[config.mk]
export PLATFORM = sky130hd
export DESIGN_NAME = trb_pkt_dispatch
export DESIGN_NICKNAME = d
export VERILOG_FILES = /design/src/rtl/trb_pkg.sv /design/src/rtl/trb_rr_pick.sv /design/src/rtl/trb_pkt_dispatch.sv
export SDC_FILE = /design/constraint.sdc
export NUM_CORES = 1
export LEC_CHECK = 0
export ABC_AREA = 1
export CORE_AREA = 5 5 418 420
export CTS_BUF_LIST = sky130_fd_sc_hd__clkbuf_4
export CTS_CLUSTER_SIZE = 28
export DETAILED_ROUTE_END_ITERATION = 6
export DIE_AREA = 0 0 423 425
export PLACE_DENSITY = 0.33
export SLEW_MARGIN = 20
export SYNTH_ARGS = -nofsm -noshare
export SYNTH_HDL_FRONTEND = slang
export SYNTH_SLANG_ARGS = --single-unit
[constraint.sdc]
create_clock -name clk_st -period 1.7 [get_ports clk_st]
set_input_delay 0.17 -clock clk_st [delete_from_list [all_inputs] [get_ports clk_st]]
set_output_delay 0.17 -clock clk_st [all_outputs]
set_load 0.02 [all_outputs]
[src/rtl/trb_pkg.sv]
// Shared constants and types for the turbo packet dispatcher.
// The optional rdreq spacing feature is enabled with TRB_DISP_GAP_EN.
package trb_pkg;

    localparam int BUS             = 534;
    localparam int NUM_TURBO       = 2;
    localparam int NUM_BUS_PER_PKT = 25;
    localparam int GAP_CYC         = 1;

    localparam int LANE_W = (NUM_TURBO > 1) ? $clog2(NUM_TURBO) : 1;
    localparam int CNT_W  = 9;

    typedef enum logic [0:0] {
        IDLE = 1'b0,
        XFER = 1'b1
    } disp_state_e;

endpackage

[src/rtl/trb_rr_pick.sv]
// Combinational round-robin picker: first asserted request at or after ptr_i,
// wrapping modulo N. found_o is low when no request is asserted.
module trb_rr_pick #(
    parameter int N = 2,
    parameter int W = 1
) (
    input  logic [N-1:0] req_i,
    input  logic [W-1:0] ptr_i,
    output logic [W-1:0] idx_o,
    output logic         found_o
);

    always_comb begin
        int j;
        // NOTE: every output gets a default before the loop so no path leaves it unassigned (no latch).
        idx_o   = '0;
        found_o = 1'b0;
        j       = 0;
        for (int k = 0; k < N; k++) begin
            j = int'(ptr_i) + k;
            if (j >= N) j = j - N;
            if (!found_o && req_i[W'(j)]) begin
                found_o = 1'b1;
                idx_o   = W'(j);
            end
        end
    end

endmodule

[src/rtl/trb_pkt_dispatch.sv]
// Packet dispatcher from the bus FIFO read port to NUM_TURBO turbo lanes.
// Define TRB_DISP_GAP_EN to enforce GAP_CYC idle cycles between rdreqs.
module trb_pkt_dispatch
    import trb_pkg::*;
(
    input  logic                 clk_st,
    input  logic                 rst,
    input  logic                 ff_rdempty,
    input  logic [BUS-1:0]       ff_q,
    output logic                 ff_rdreq,
    input  logic [NUM_TURBO-1:0] lane_ready,
    output logic [NUM_TURBO-1:0] lane_en,
    output logic [BUS-1:0]       lane_data,
    output logic                 pkt_done,
    output logic [3:0]           pkt_lane
);

    disp_state_e          state_q,    state_d;
    logic [LANE_W-1:0]    cur_q,      cur_d;
    logic [LANE_W-1:0]    rr_ptr_q,   rr_ptr_d;
    logic [CNT_W-1:0]     word_cnt_q, word_cnt_d;
    logic [NUM_TURBO-1:0] lane_en_q,  lane_en_d;
    logic                 pkt_done_q, pkt_done_d;
    logic [3:0]           pkt_lane_q, pkt_lane_d;

    logic [LANE_W-1:0]    pick_idx;
    logic                 pick_found;
    logic [LANE_W-1:0]    cur_inc;
    logic                 last_word;
    logic                 gap_ok;

    trb_rr_pick #(
        .N (NUM_TURBO),
        .W (LANE_W)
    ) u_pick (
        .req_i   (lane_ready),
        .ptr_i   (rr_ptr_q),
        .idx_o   (pick_idx),
        .found_o (pick_found)
    );

`ifdef TRB_DISP_GAP_EN
    // Cycles since the last rdreq, saturating so a long idle never wraps back to "too soon".
    logic [1:0] gap_cnt_q, gap_cnt_d;

    assign gap_ok = (gap_cnt_q >= 2'(GAP_CYC));

    always_comb begin
        gap_cnt_d = gap_cnt_q;
        if (ff_rdreq)                gap_cnt_d = 2'd0;
        else if (gap_cnt_q != 2'd3)  gap_cnt_d = gap_cnt_q + 2'd1;
    end

    always_ff @(posedge clk_st) begin
        if (rst) gap_cnt_q <= 2'd3;
        else     gap_cnt_q <= gap_cnt_d;
    end
`else
    assign gap_ok = 1'b1;
`endif

    assign ff_rdreq  = (state_q == XFER) && !ff_rdempty && lane_ready[cur_q] && gap_ok;
    assign last_word = (word_cnt_q == CNT_W'(NUM_BUS_PER_PKT - 1));
    assign cur_inc   = (cur_q == LANE_W'(NUM_TURBO - 1)) ? '0 : cur_q + LANE_W'(1);

    always_comb begin
        state_d    = state_q;
        cur_d      = cur_q;
        rr_ptr_d   = rr_ptr_q;
        word_cnt_d = word_cnt_q;
        pkt_lane_d = pkt_lane_q;
        lane_en_d  = '0;
        pkt_done_d = 1'b0;
        case (state_q)
            IDLE: begin
                if (pick_found) begin
                    cur_d      = pick_idx;
                    pkt_lane_d = 4'(pick_idx);
                    state_d    = XFER;
                end
            end
            XFER: begin
                // The lane stays locked until the packet's last word is read.
                if (ff_rdreq) begin
                    lane_en_d[cur_q] = 1'b1;
                    if (last_word) begin
                        word_cnt_d = '0;
                        rr_ptr_d   = cur_inc;
                        pkt_done_d = 1'b1;
                        state_d    = IDLE;
                    end else begin
                        word_cnt_d = word_cnt_q + CNT_W'(1);
                    end
                end
            end
            default: state_d = IDLE;
        endcase
    end

    // NOTE: state registers use non-blocking assignments so every flop samples pre-edge values.
    always_ff @(posedge clk_st) begin
        if (rst) begin
            state_q    <= IDLE;
            cur_q      <= '0;
            rr_ptr_q   <= '0;
            word_cnt_q <= '0;
            lane_en_q  <= '0;
            pkt_done_q <= 1'b0;
            pkt_lane_q <= '0;
        end else begin
            state_q    <= state_d;
            cur_q      <= cur_d;
            rr_ptr_q   <= rr_ptr_d;
            word_cnt_q <= word_cnt_d;
            lane_en_q  <= lane_en_d;
            pkt_done_q <= pkt_done_d;
            pkt_lane_q <= pkt_lane_d;
        end
    end

    assign lane_en   = lane_en_q;
    assign pkt_done  = pkt_done_q;
    assign pkt_lane  = pkt_lane_q;
    assign lane_data = ff_q;

endmodule

After elaboration in Yosys (flattened, before gate mapping)
Cells that the tools add are included.
W data, S select, Z words.
{"block": "classes", "n_bitwise": 2, "add_sub_neg": 5, "n_mux": 21, "n_lt_le_gt_ge": 6, "reduce_logical": 10, "eq_ne": 1}
{"operator": "$mux W1", "count": 18}
{"operator": "$add A9 B1 Y9 const B", "count": 1}
{"operator": "$eq A9 B5 Y1 const B", "count": 1}
{"operator": "$mux W9", "count": 1}
{"operator": "$lt A1 B3 Y1 const B", "count": 2}
{"operator": "$logic_and A1 B1 Y1", "count": 4}
{"operator": "$reduce_and A2 Y1", "count": 2}
{"operator": "$reduce_and A3 Y1", "count": 1}
{"operator": "$reduce_or A3 Y1", "count": 1}
{"operator": "$add A1 B1 Y2 const B", "count": 1}
{"operator": "$ge A1 B2 Y1 const B", "count": 1}
{"operator": "$ge A2 B2 Y1 const B", "count": 1}
{"operator": "$logic_not A1 Y1", "count": 2}
{"operator": "$lt A1 B2 Y1 const B", "count": 1}
{"operator": "$not A1 Y1", "count": 2}
{"operator": "$pmux W1 S2", "count": 1}
{"operator": "$sub A1 B1 Y1 const B", "count": 2}
{"operator": "$add A1 B1 Y1 const B", "count": 1}
{"operator": "$demux W1 S1", "count": 1}
{"operator": "$ge A1 B1 Y1 const B", "count": 1}
{"block": "word_totals", "input_bits": 539, "out_inout_bits": 542, "register_bits": 15, "word_cells": 51}

Logic depth before layout (Yosys ltp)
Gate-level depths: netlist of run 1.
{"block": "depth", "depth_word": 11, "depth_mapped": 7, "ltp_nobuf": 7}

Hierarchy
A second synthesis of run 1 with hierarchy kept.
{"block": "unflattened", "cells_unflattened": 651, "hier_area_um2": 4795.8}
{"mod": "trb_pkt_dispatch", "area_each_um2": 4780.8, "n_inst": 1, "cells_per_inst": 648, "seq_area_each_um2": 300.3}
{"mod": "trb_rr_pick", "area_each_um2": 15.0, "n_inst": 1, "cells_per_inst": 3, "seq_area_each_um2": 0.0}

Worst setup path after synthesis of run 1
OpenSTA, ideal clock, no wires.
{"block": "synth_timing", "path_type": "reg2reg", "from": "reg word_cnt_q[0]", "to": "reg word_cnt_q[0]", "slack_ns": 0.592, "t_arrival_ns": 0.987, "path_stages_with_launch": 8, "setup_ns": 0.121, "path_buffers": 0, "synth_period_minus_slack_ns": 1.108, "required_ns": 1.579, "path_cell_list": "dfxtp_1 > inv_1 > ha_1 > nand3_1 > nor2_1 > nand2_1 > nand2_1 > a21oi_1"}
{"block": "synth_between", "elab_chain_len": 2, "elab_cells_between_ends": 3, "cone_classes": "1 x add/sub; 1 x eq/ne; 1 x mux"}
{"element": "from (decl)", "line": "trb_pkt_dispatch.sv:21", "source": "logic [CNT_W-1:0] word_cnt_q, word_cnt_d;"}
{"element": "from (signal assigned)", "line": "trb_pkt_dispatch.sv:114", "source": "word_cnt_q <= word_cnt_d;"}
{"element": "$add A9 B1 Y9 / $eq A9 B5 Y1 (equally long branches)", "line": "trb_pkt_dispatch.sv:92, trb_pkt_dispatch.sv:63"}
{"element": "$mux W9 (*)", "line": "trb_pkt_dispatch.sv:86", "source": "if (last_word) begin"}
Every way passes the cells marked *; elsewhere a longest branch is shown, timed or not.
A chain may end at the register's enable or synchronous reset.

Worst setup path after layout of run 1
{"block": "layout_timing", "from": "reg lane_en_q[0], in the netlist lane_en[0]", "to": "out lane_en[0]"}
{"element": "from (decl)", "line": "trb_pkt_dispatch.sv:22", "source": "logic [NUM_TURBO-1:0] lane_en_q, lane_en_d;"}
{"element": "from (signal assigned)", "line": "trb_pkt_dispatch.sv:115", "source": "lane_en_q <= lane_en_d;"}
{"element": "to (decl)", "line": "trb_pkt_dispatch.sv:12", "source": "output logic [NUM_TURBO-1:0] lane_en,"}
No word-level cell between the ends.

==> results of run 1 <==
==> cell usage after synthesis (all sizes together) <==
cell type | number | area (um^2)
a21oi | 8 | 62.57
buf | 539 | 4050
conb | 1 | 3.750
dfxtp | 15 | 300.3
ha | 2 | 25.02
inv | 17 | 63.81
nand2 | 29 | 118.9
nand3 | 15 | 95.09
nand3b | 2 | 15.01
nor2 | 13 | 48.80
nor3 | 1 | 5.000
o21ai | 3 | 15.01
o21bai | 1 | 7.510
==> power groups by stage <==
stage                     clock, W  combinational, W  sequential (W)
after floorplan                  0           0.00189        0.000374
after global placement           0          0.000102        0.000380
after detailed placement         0          0.000101        0.000379
after CTS                 0.000242          0.000102        0.000371
after global routing      0.000254          0.000107        0.000373
final                     0.000223         0.0000959        0.000371
==> per-layer routing <==
layer / share of wire (%) / global-route usage (%)
met1: 7.4 / 2.174
met2: 48 / 17.48
met3: 42 / 20.77
met4: 1.5 / 1.579
met5: 0.28 / 0.9946
==> cells by family after synthesis <==
group	share of synthesized area, %
AO/OA/AOI/OAI	1.769
adder cells (fa/ha/maj)	0.5201
AND/OR/NAND/NOR	5.878
buffers and inverters	85.51
other	0.07795
flip-flops	6.242
==> cell type report <==
| class | count | area (um^2) |
|---|---|---|
| Sequential cell | 15 | 302.8 |
| Inverter | 17 | 63.81 |
| Tap cell | 2233 | 2794 |
| Timing Repair Buffer | 13 | 127.6 |
| Clock buffer | 3 | 22.52 |
| Multi-Input combinational cell | 77 | 404.1 |
| Antenna cell | 1 | 2.502 |
| Fill cell | 20290 | 166900 |
| Clock inverter | 1 | 5.005 |
==> state kept, by name (all words and copies together) (netlist names) <==
register,count
cur_q,1
lane_en,2
pkt_done,1
rr_ptr_q,1
state_q,1
word_cnt_q,9
==> worst paths after layout <==
path / start / to / slack [ns] / cells past startpoint
hold reg to reg: rr_ptr_q$_SDFFE_PP0P_ / rr_ptr_q$_SDFFE_PP0P_ / 0.48 / 2
setup reg to reg: word_cnt_q[0]$_SDFFE_PP0P_ / word_cnt_q[1]$_SDFFE_PP0P_ / 0.27 / 7
hold / removal: ff_q[216] / lane_data[216] / 0.34 / 0
setup / recovery: lane_en[0]$_SDFF_PP0_ / lane_en[0] / 0.13 / 1
==> timing repair <==
action                     in CTS  in global routing
hold buffers                    0                  0
gates resized for setup         2                  0
setup endpoints to repair       2                  0
==> stage by stage <==
| stage | utilization, % | worst slack, ns |
|---|---|---|
| 6_report | 2.182 | 0.1318 |
| 3_3_place_gp | 2.163 | 0.04936 |
| 3_5_place_dp | 2.163 | 0.06633 |
| 2_1_floorplan | - | 0.5920 |
| 4_1_cts | 2.181 | 0.07979 |
| 5_1_grt | 2.182 | 0.03751 |
==> impl_metrics.tcl, run 1 <==
set metrics [dict create \
    status "finished, final reports clean" \
    start_util_pct 2.820 \
    worstSetupPathType "flop to output pin" \
    wl_um 97210 \
    skew_ns 0.008403 \
    tritoncts "yes" \
    cts_max_level 1 \
    dr.pass1.iters 4 \
    start_kind "flop" \
    postCtsSetupRepairBufs 0 \
    rows 152 \
    cp_slowest_cell "clkdlybuf4s50_1" \
    grt_max_degree 10 \
    grt_usage_pct 10.24 \
    drc 0 \
    clk_pin_slew_ns 0.10 \
    syn_to_final_growth_pct -22.63 \
    fin_nets 668 \
    dieArea_um2 179800 \
    final_common_cell "nand2_1" \
    yosysUniqueCellTypes 20 \
    p_clk_share_pct 32.3 \
    holdWs_ns 0.3400 \
    cp.required_ns 1.53 \
    crit_fanout 1 \
    worst-path-buf-inv 1 \
    pwr-share-comb_pct 13.9 \
    root_buffer "clkbuf_4" \
    cp.arrival_ns 1.40 \
    critPathMaxStageDelay_ns 0.65 \
    dp_hpwl_um 94820 \
    core_um2 170600 \
    avgSynthCellArea_um2 7.447 \
    seq_area_frac_synth_pct 6.242 \
    fmax_mhz 637.7 \
    layout.cells.non_filler 2360 \
    vias 1768 \
    grt_pass1_wl_um 101300 \
    cts_buffer_depth 2 \
    hold_class "primary input to output pin" \
    slew_viol_final 0 \
    syn_inst 646 \
    synth-seq-cells 15 \
    antenna_left 0 \
    numCtsBuffers 3 \
    setup_viol 0 \
    swShare_pct 30.15 \
    fp.dieW_um 423 \
    final_area_um2 3722 \
    dpl_cell_area_um2 3690 \
    place_congestion 0.7750 \
    intPower_w 0.0004818 \
    clock_latency_ns 0.30 \
    drv_cap 0 \
    totalPowerFinal_w 0.0006898 \
    routedWlPerCell_um 41.19 \
    hold_violations 0 \
    crit_family "buffers and inverters" \
    p_leak_nw 0.4055 \
    rsz0062_at_grt "false" \
    pin_count 1081 \
    overflow 0 \
    clock-sinks 15 \
    p_seq_share_pct 53.8 \
    cp-end-kind "output pin" \
    crit_chain "clkdlybuf4s50_1" \
    synth_area_um2 4811 \
    drtIter0Drc 95 \
    grt_pass1_vias 1691 \
    fin_crit_sh_pct 92.25 \
    dp.cells 2355 \
    power.switching_w 0.0002080 \
    vias_per_cell 0.7492 \
    period_needed_ns 1.568 \
    port_buffers 9 \
    drive_gt1_share_pct 18.25 \
    powerDensity_nw_per_um2 185.3 \
    antenna_found_initial 4 \
    die_y_um 425 \
    fin_tns_setup_ns 0 \
    peakVddDrop_uv 126.1 \
    synth_warnings 0 \
    mostFrequentLayoutCells "nand2_1, inv_1, nor2_1, dfxtp_1, nand3_1" \
]
(Power assumes the default switching activity.)
==> inputs of run 2 (changes only) <==
==> constraint.sdc (replaced) <==
create_clock -name clk_st -period 1.7 [get_ports clk_st]
set_input_delay 0.34 -clock clk_st [delete_from_list [all_inputs] [get_ports clk_st]]
set_output_delay 0.34 -clock clk_st [all_outputs]
set_load 0.02 [all_outputs]
==> impl_metrics.tcl, run 2 (synthesized netlist as in run 1, its figures left out) <==
set metrics [dict create \
    setup_viol 0 \
    drc 0 \
    grt_usage_pct 10.21 \
    routedWlPerCell_um 40.88 \
    fillers 20290 \
    cts_max_level 1 \
    cts_buffer_depth 2 \
    dp_hpwl_um 94390 \
    drv_cap 0 \
    drive_gt1_share_pct 21.97 \
    totalPowerFinal_w 0.0007090 \
    drtIter0Drc 125 \
    worst_path_most_repeated_cell "buf_12" \
    crit_fanout 5 \
    p_leak_nw 0.4902 \
    fin_nets 674 \
    rsz0062_at_grt "false" \
    syn_to_final_growth_pct -21.04 \
    routed-wl-met3_um 41260 \
    largest_register_ffs 9 \
    period_needed_ns 1.604 \
    place_congestion 0.7750 \
    fin_ws_ns 0.09616 \
    grt_max_degree 10 \
    dr.max_layer_used "met5" \
    powerDensity_nw_per_um2 186.6 \
    numCtsBuffers 3 \
    crit_chain "inv_8, nand2_4, a21oi_4, buf_12, buf_12" \
    clock-sinks 15 \
    status "finished, final reports clean" \
    tritoncts "yes" \
    fp.dieW_um 423 \
    vias_per_cell 0.7520 \
    critPathMaxStageDelay_ns 0.39 \
    wl_um 96760 \
    clock_latency_ns 0.30 \
    top_register "word_cnt_q" \
    skew_ns 0.007423 \
    mostFrequentLayoutCells "nand2_1, inv_1, dfxtp_1" \
    start_kind "flop" \
    antenna_left 0 \
    die_y_um 425 \
    root_buffer "clkbuf_4" \
    grt_pass1_vias 1696 \
    ff_latch_area_um2 304.0 \
    rows 152 \
    wl_met2_um 46830 \
    overflow 0 \
    cp_slowest_cell "dfxtp_4" \
    clk_pin_slew_ns 0.11 \
    wl_met1_um 6851 \
    core_um2 170600 \
    start_util_pct 2.820 \
    vias 1780 \
    hold_violations 0 \
    multi_input_area_um2 406.6 \
    pin_count 1081 \
    port_buffers 9 \
    final_common_cell "nand2_1" \
    dr.pass1.iters 4 \
    dp.cells 2361 \
    cp.arrival_ns 1.26 \
    fmax_mhz 623.5 \
    fin_crit_sh_pct 94.34 \
    cp.required_ns 1.36 \
    layout.cells.non_filler 2367 \
    antenna_found_initial 2 \
    dieArea_um2 179800 \
    place_ws_ns -0.2152 \
    hold_class "flop to flop" \
    slew_viol_final 0 \
    worstSetupPathType "flop to output pin" \
    cts_hold_buffers 0 \
    grt_pass1_wl_um 100800 \
    peakVddDrop_uv 137.2 \
    cp-end-kind "output pin" \
]
-- run 2: critical path, delay by kind of cell (launching register included) --
kind | cells | cell delay [ns]
compound gates | 1 | 0.18
buf+inv | 3 | 0.31
flops | 1 | 0.39
simple gates | 1 | 0.05
-- run 2: timing repair --
item,4_1_cts,5_1_grt
setup buffers,0,1
setup endpoints to repair,4,2
pin swaps,0,1
gates resized for setup,6,8
cloned,0,0
-- run 2: per-stage QoR --
step                      TNS (ns)  area, um^2  util, %  hold WS, ns
after floorplan                  0        4818        -       0.4024
after global placement      -1.960        3762    2.205       0.4693
after detailed placement    -1.937        3762    2.205       0.4529
after CTS                 -0.09004        3787    2.220       0.4703
after global routing             0        3799    2.227       0.4891
final                            0        3799    2.227       0.4687
-- run 2: power by group --
part / total [W] / switching [W] / leakage [nW] / internal [W]
combinational: 0.000114 / 0.0000660 / 0.350 / 0.0000480
sequential: 0.000370 / 0.0000110 / 0.122 / 0.000359
clock: 0.000225 / 0.000137 / 0.0177 / 0.0000875
total: 0.000709 / 0.000214 / 0.490 / 0.000495
-- run 2: cell type report --
class | instances | area share (%)
sequential | 15 | 8.004
clock inverter | 1 | 0.1318
multi-input combinational | 77 | 10.70
tap | 2233 | 73.55
inverter | 17 | 1.877
clock buffer | 3 | 0.5929
antenna | 2 | 0.1318
timing repair buffer | 19 | 5.007
-- run 2: final timing paths --
check	depth (start not counted)	slack [ns]	to	from
setup reg to reg	8	0.37	word_cnt_q[3]$_SDFFE_PP0P_	word_cnt_q[0]$_SDFFE_PP0P_
setup / recovery	5	0.1	ff_rdreq	cur_q$_SDFFE_PP0P_
hold reg to reg	2	0.47	rr_ptr_q$_SDFFE_PP0P_	rr_ptr_q$_SDFFE_PP0P_
hold / removal	2	0.47	rr_ptr_q$_SDFFE_PP0P_	rr_ptr_q$_SDFFE_PP0P_
-- run 2: metal layers --
metal / vias to the layer above / track usage, %
met5: - / 0.9946
met4: 4 / 1.562
met3: 90 / 20.87
met2: 792 / 17.48
met1: 509 / 2.051
li1: 385 / -
==> RTL edit 1, RTL diff (settings of run 1) <==
Set the package constant `NUM_TURBO` to 8 (it was 2).
--- a/src/rtl/trb_pkg.sv
+++ b/src/rtl/trb_pkg.sv
@@ -3,7 +3,7 @@
 package trb_pkg;
 
     localparam int BUS             = 534;
-    localparam int NUM_TURBO       = 2;
+    localparam int NUM_TURBO       = 8;
     localparam int NUM_BUS_PER_PKT = 25;
     localparam int GAP_CYC         = 1;
 
Ports: changed (resized lane_en and lane_ready); port bits go from 1081 to 1093. No check against the original RTL was run, so the function may have changed too.
==> RTL edit 1 against run 1 <==
  * Non-clock buffer count increased by 58
  * Sequential cell count rose by 10
  * Sequential share of layout area is 1.3 points higher
  * Clock skew increased by 0.014 ns
  * Area after synthesis up 21%
  * Critical path type is now flip-flop to flip-flop
  * Die area is the same
  * Design area is 45% higher
  * Highest routed layer unchanged
  * Wire length fell by 18%
  * Via count grew 80%
  * Setup slack got worse by 0.44 ns
  * The flow now finishes with violations (negative setup slack)
Power is not compared: it rests on default switching activity, and its combinational part moved more than twofold at a synthesized area within 25%.
==> RTL edit 1: results (changes against run 1) <==
metric,value,unit,change
vias in the first global route,3173,,+88%
routed vias/inst,1.24,,+65%
met2 usage,0.130,,-0.0450
reg2reg start,rr_ptr_q[0]$_SDFFE_PP0P_,,
First DRT Iteration DRCs,187,,+97%
clock network share of area,0.00580,,-0.00160
Crit-path slowest cell,dfxtp_4,,
worst hold path startpoint,ff_q[107],,
outcome,finished with violations,,
synthesized area per cell,7.32,um2,-1.7%
met1 Use GR,0.0320,,+0.0103
clk_lat worst skew,0.34,ns,+0.04 ns
Multi-In Gates,198,,+160%
routed wl met3,30800,um,-25%
Non-Filler Instances,2565,,+8.7%
met2 wire length,35600,um,-24%
Critical path origin,rr_ptr_q[0]$_SDFFE_PP0P_,,
failing checks,negative setup slack,,
maximum number of pins on one net before global-route repair,17,,+7
compound-cell area share of the yosys netlist,0.0319,,+0.0142
met3 Use GR,0.158,,-0.0500
final WL,79400,um,-18%
Non-clock inverters,33,,+16
Buffers excl. clock,71,,+58
hpwl dp,74200,um,-22%
first-pass GRT wire length,86100,um,-15%
Hold EP,lane_data[107],,
fraction of area in multi-input gates,0.243,,+0.134
nets,883,,+32%
layout cells sized above 1,0.347,,+0.165
Setup TNS,-1.62,ns,-1.62 ns
port bufs,23,,+14
# setup viols final,9,,+9
gr usage total,0.0837,,-0.0187
fin worst setup slack,-0.310,ns,-0.441 ns
initial antenna violation count,2,,-2
Synth Area in Adders,0.0128,,+0.00764
crit-path max FO,7,,+6
"slowest stage delay, CP",0.42,ns,-0.23 ns
Worst Reg2Reg Path Length in Cells,13,,+6
# fillers,20300,,-0.16%
-- RTL edit 1: cell types whose count changed after synthesis, sizes merged, moves of 6 or more --
cell and delta:
inv +16, dfxtp +10, nor4 +9, nor2 +6, o21ai +9, nand3 +23
nand2 +46
-- RTL edit 1: timing repair --
item                       CTS  global route
setup endpoints to repair   24            26
gates resized for setup     21            14
hold endpoints to repair     0             0
buffers inserted             2             0
pin swaps                    6             5
-- RTL edit 1: how the worst max path moves through the flow --
stage          slack [ns]                    endpoint  cells past startpoint
3_5_place_dp        -0.50  word_cnt_q[8]$_SDFFE_PP0P_                     11
6_report            -0.31       cur_q[2]$_SDFFE_PP0P_                     13
3_3_place_gp        -0.49       cur_q[1]$_SDFFE_PP0P_                     14
5_1_grt             -0.50       cur_q[1]$_SDFFE_PP0P_                     14
2_1_floorplan       -0.34       cur_q[2]$_SDFFE_PP0P_                     16
4_1_cts             -0.31       cur_q[1]$_SDFFE_PP0P_                     15
==> RTL edit 2, RTL diff (settings of run 1) <==
Made on the original files. `pkt_lane_q` no longer has a reset.
--- a/src/rtl/trb_pkt_dispatch.sv
+++ b/src/rtl/trb_pkt_dispatch.sv
@@ -106,7 +106,6 @@
             word_cnt_q <= '0;
             lane_en_q  <= '0;
             pkt_done_q <= 1'b0;
-            pkt_lane_q <= '0;
         end else begin
             state_q    <= state_d;
             cur_q      <= cur_d;
@@ -114,8 +113,11 @@
             word_cnt_q <= word_cnt_d;
             lane_en_q  <= lane_en_d;
             pkt_done_q <= pkt_done_d;
-            pkt_lane_q <= pkt_lane_d;
         end
+    end
+
+    always_ff @(posedge clk_st) begin
+        pkt_lane_q <= pkt_lane_d;
     end
 
     assign lane_en   = lane_en_q;
Function: changed (a bounded check fails within 4 cycles, from zero or initial values and one cycle with rst high).
==> RTL edit 2 against run 1 <==
  * Utilization about the same
  * Clock skew increased by 0.00050 ns
  * Sequential power increased by 7.0%
  * Worst hold slack unchanged
  * Design area increased by 2.2%
  * Setup slack got worse by 0.034 ns
  * Largest cell class unchanged
  * Count of clock-buffer cells in the layout unchanged
  * Sequential share of layout area increased by 0.55 points
  * Area after synthesis about the same
  * Wire length decreased by 0.11%
  * Sequential cell count increased by 1
  * Highest routed layer unchanged
  * Power increased by 5.5%
==> RTL edit 2: results (changes against run 1) <==
metric,value,unit,change
post-synthesis sequential area ratio,0.0686,,+0.00619
hpwl dp,94600,um,-0.19%
First DRT Iteration DRCs,148,,+56%
drt pass-1 iters,4,,unchanged
final WL,97100,um,-0.11%
# fillers,20300,,+0.094%
met2 wire length,45100,um,-4.3%
# resized after CTS,0,,-2
Largest register FFs,9,,unchanged
nets,679,,+1.6%
first-pass GRT wire length,101000,um,-0.18%
vias in the first global route,1748,,+3.4%
Critical path origin,ff_rdempty,,
outcome,completed,,
peak supply drop,132,uV,+5.0%
initial antenna violation count,1,,-3
RD Place Congestion,0.778,,+0.43%
synth unique cells,17,,-15%
sw frac,0.282,,-0.0191
LEAKAGE,0.444,nW,+9.4%
worst r2r dst,word_cnt_q[1]$_SDFFE_PP0P_,,
worst hold path startpoint,ff_q[210],,
M1 WL,7940,um,+11%
routed vias/inst,0.811,,+8.2%
Post-CTS Repair Setup Buffers,0,,unchanged
layout cells sized above 1,0.131,,-0.0512
most frequent cells after synthesis,"buf_4, nand2_1, nand3_1",,
dominant cells by area after synthesis,"buf_4, dfxtp_1, nand2_1, nand3_1, inv_1",,
Post-synth EDFFs,1,,+1
Worst Clk Skew,0.00891,ns,+0.000502 ns
r2r setup slk,0.25,ns,-0.02 ns
Worst Reg2Reg Path Length in Cells,7,,unchanged
Hold EP,lane_data[210],,
crit-path max FO,6,,+5
routed wl met3,41700,um,+1.2%
gr usage total,0.102,,about the same
## RTL edit 2: changes by cell type after synthesis, moves of 2 or more
cell     delta
nand3_1     +6
a21oi_2     -3
nand2_2     +2
a21oi_1     +4
nand3_2     -4
## RTL edit 2: kinds of logic after synthesis
kind of cell,Yosys count,share of synthesized area
other cells,1,0.000779
compound gates,15,0.0190
flops,16,0.0686
buf+inv,555,0.851
fa+ha+maj,2,0.00520
simple gates,62,0.0551
## RTL edit 2: per-layer routing
metal / track usage / up-vias
met3: 0.212 / 94
met1: 0.0234 / 602
met5: 0.00806 / -
li1: - / 404
met4: 0.0214 / 6
met2: 0.167 / 816
## RTL edit 2: worst max-delay path by stage
stage | slack [ns] | cells after the start | end
detailed placement | 0.02 | 9 | word_cnt_q[3]$_SDFFE_PP0P_
floorplan | 0.54 | 6 | word_cnt_q[3]$_SDFFE_PP0P_
finish | 0.1 | 8 | ff_rdreq
global placement | 0.008 | 9 | word_cnt_q[3]$_SDFFE_PP0P_
global route | 0.004 | 8 | ff_rdreq
CTS | 0.02 | 8 | ff_rdreq
## RTL edit 2: power groups by stage
stage	clock (mW)	sequential [mW]	combinational (mW)
final	0.220	0.397	0.111
after global routing	0.249	0.399	0.123
after CTS	0.232	0.398	0.114
after detailed placement	0	0.406	0.113
after global placement	0	0.407	0.115
after floorplan	0	0.405	1.89
## RTL edit 2: cell type report
type / instances / area [um2] / share of cell area
clock inverters: 1 / 3.75 / 0.000987
flip-flops and latches: 16 / 330 / 0.0869
well taps: 2233 / 2790 / 0.735
inverters: 17 / 63.8 / 0.0168
multi-input cells: 82 / 393 / 0.103
diodes: 1 / 2.50 / 0.000658
repair buffers: 18 / 193 / 0.0507
clock buffers: 3 / 22.5 / 0.00592
## RTL edit 2: critical path: stages
cell	delay [ns]
clkdlybuf4s50_1	0.40
inv_1	0.10
buf_12	0.13
nand2_1	0.06
buf_4	0.14
a21oi_4	0.15
buf_12	0.14
buf_12	0.12
## RTL edit 2: through the flow
stage	setup WS, ns	total power [mW]	hold slack, ns	cell area [um2]	cells
2_1_floorplan	0.538	2.29	0.343	4820	653
3_3_place_gp	0.00827	0.522	0.340	3770	2365
3_5_place_dp	0.0181	0.519	0.340	3770	2365
4_1_cts	0.0151	0.744	0.340	3790	2369
5_1_grt	0.00428	0.771	0.340	3800	2371
6_report	0.0979	0.728	0.340	3800	2371
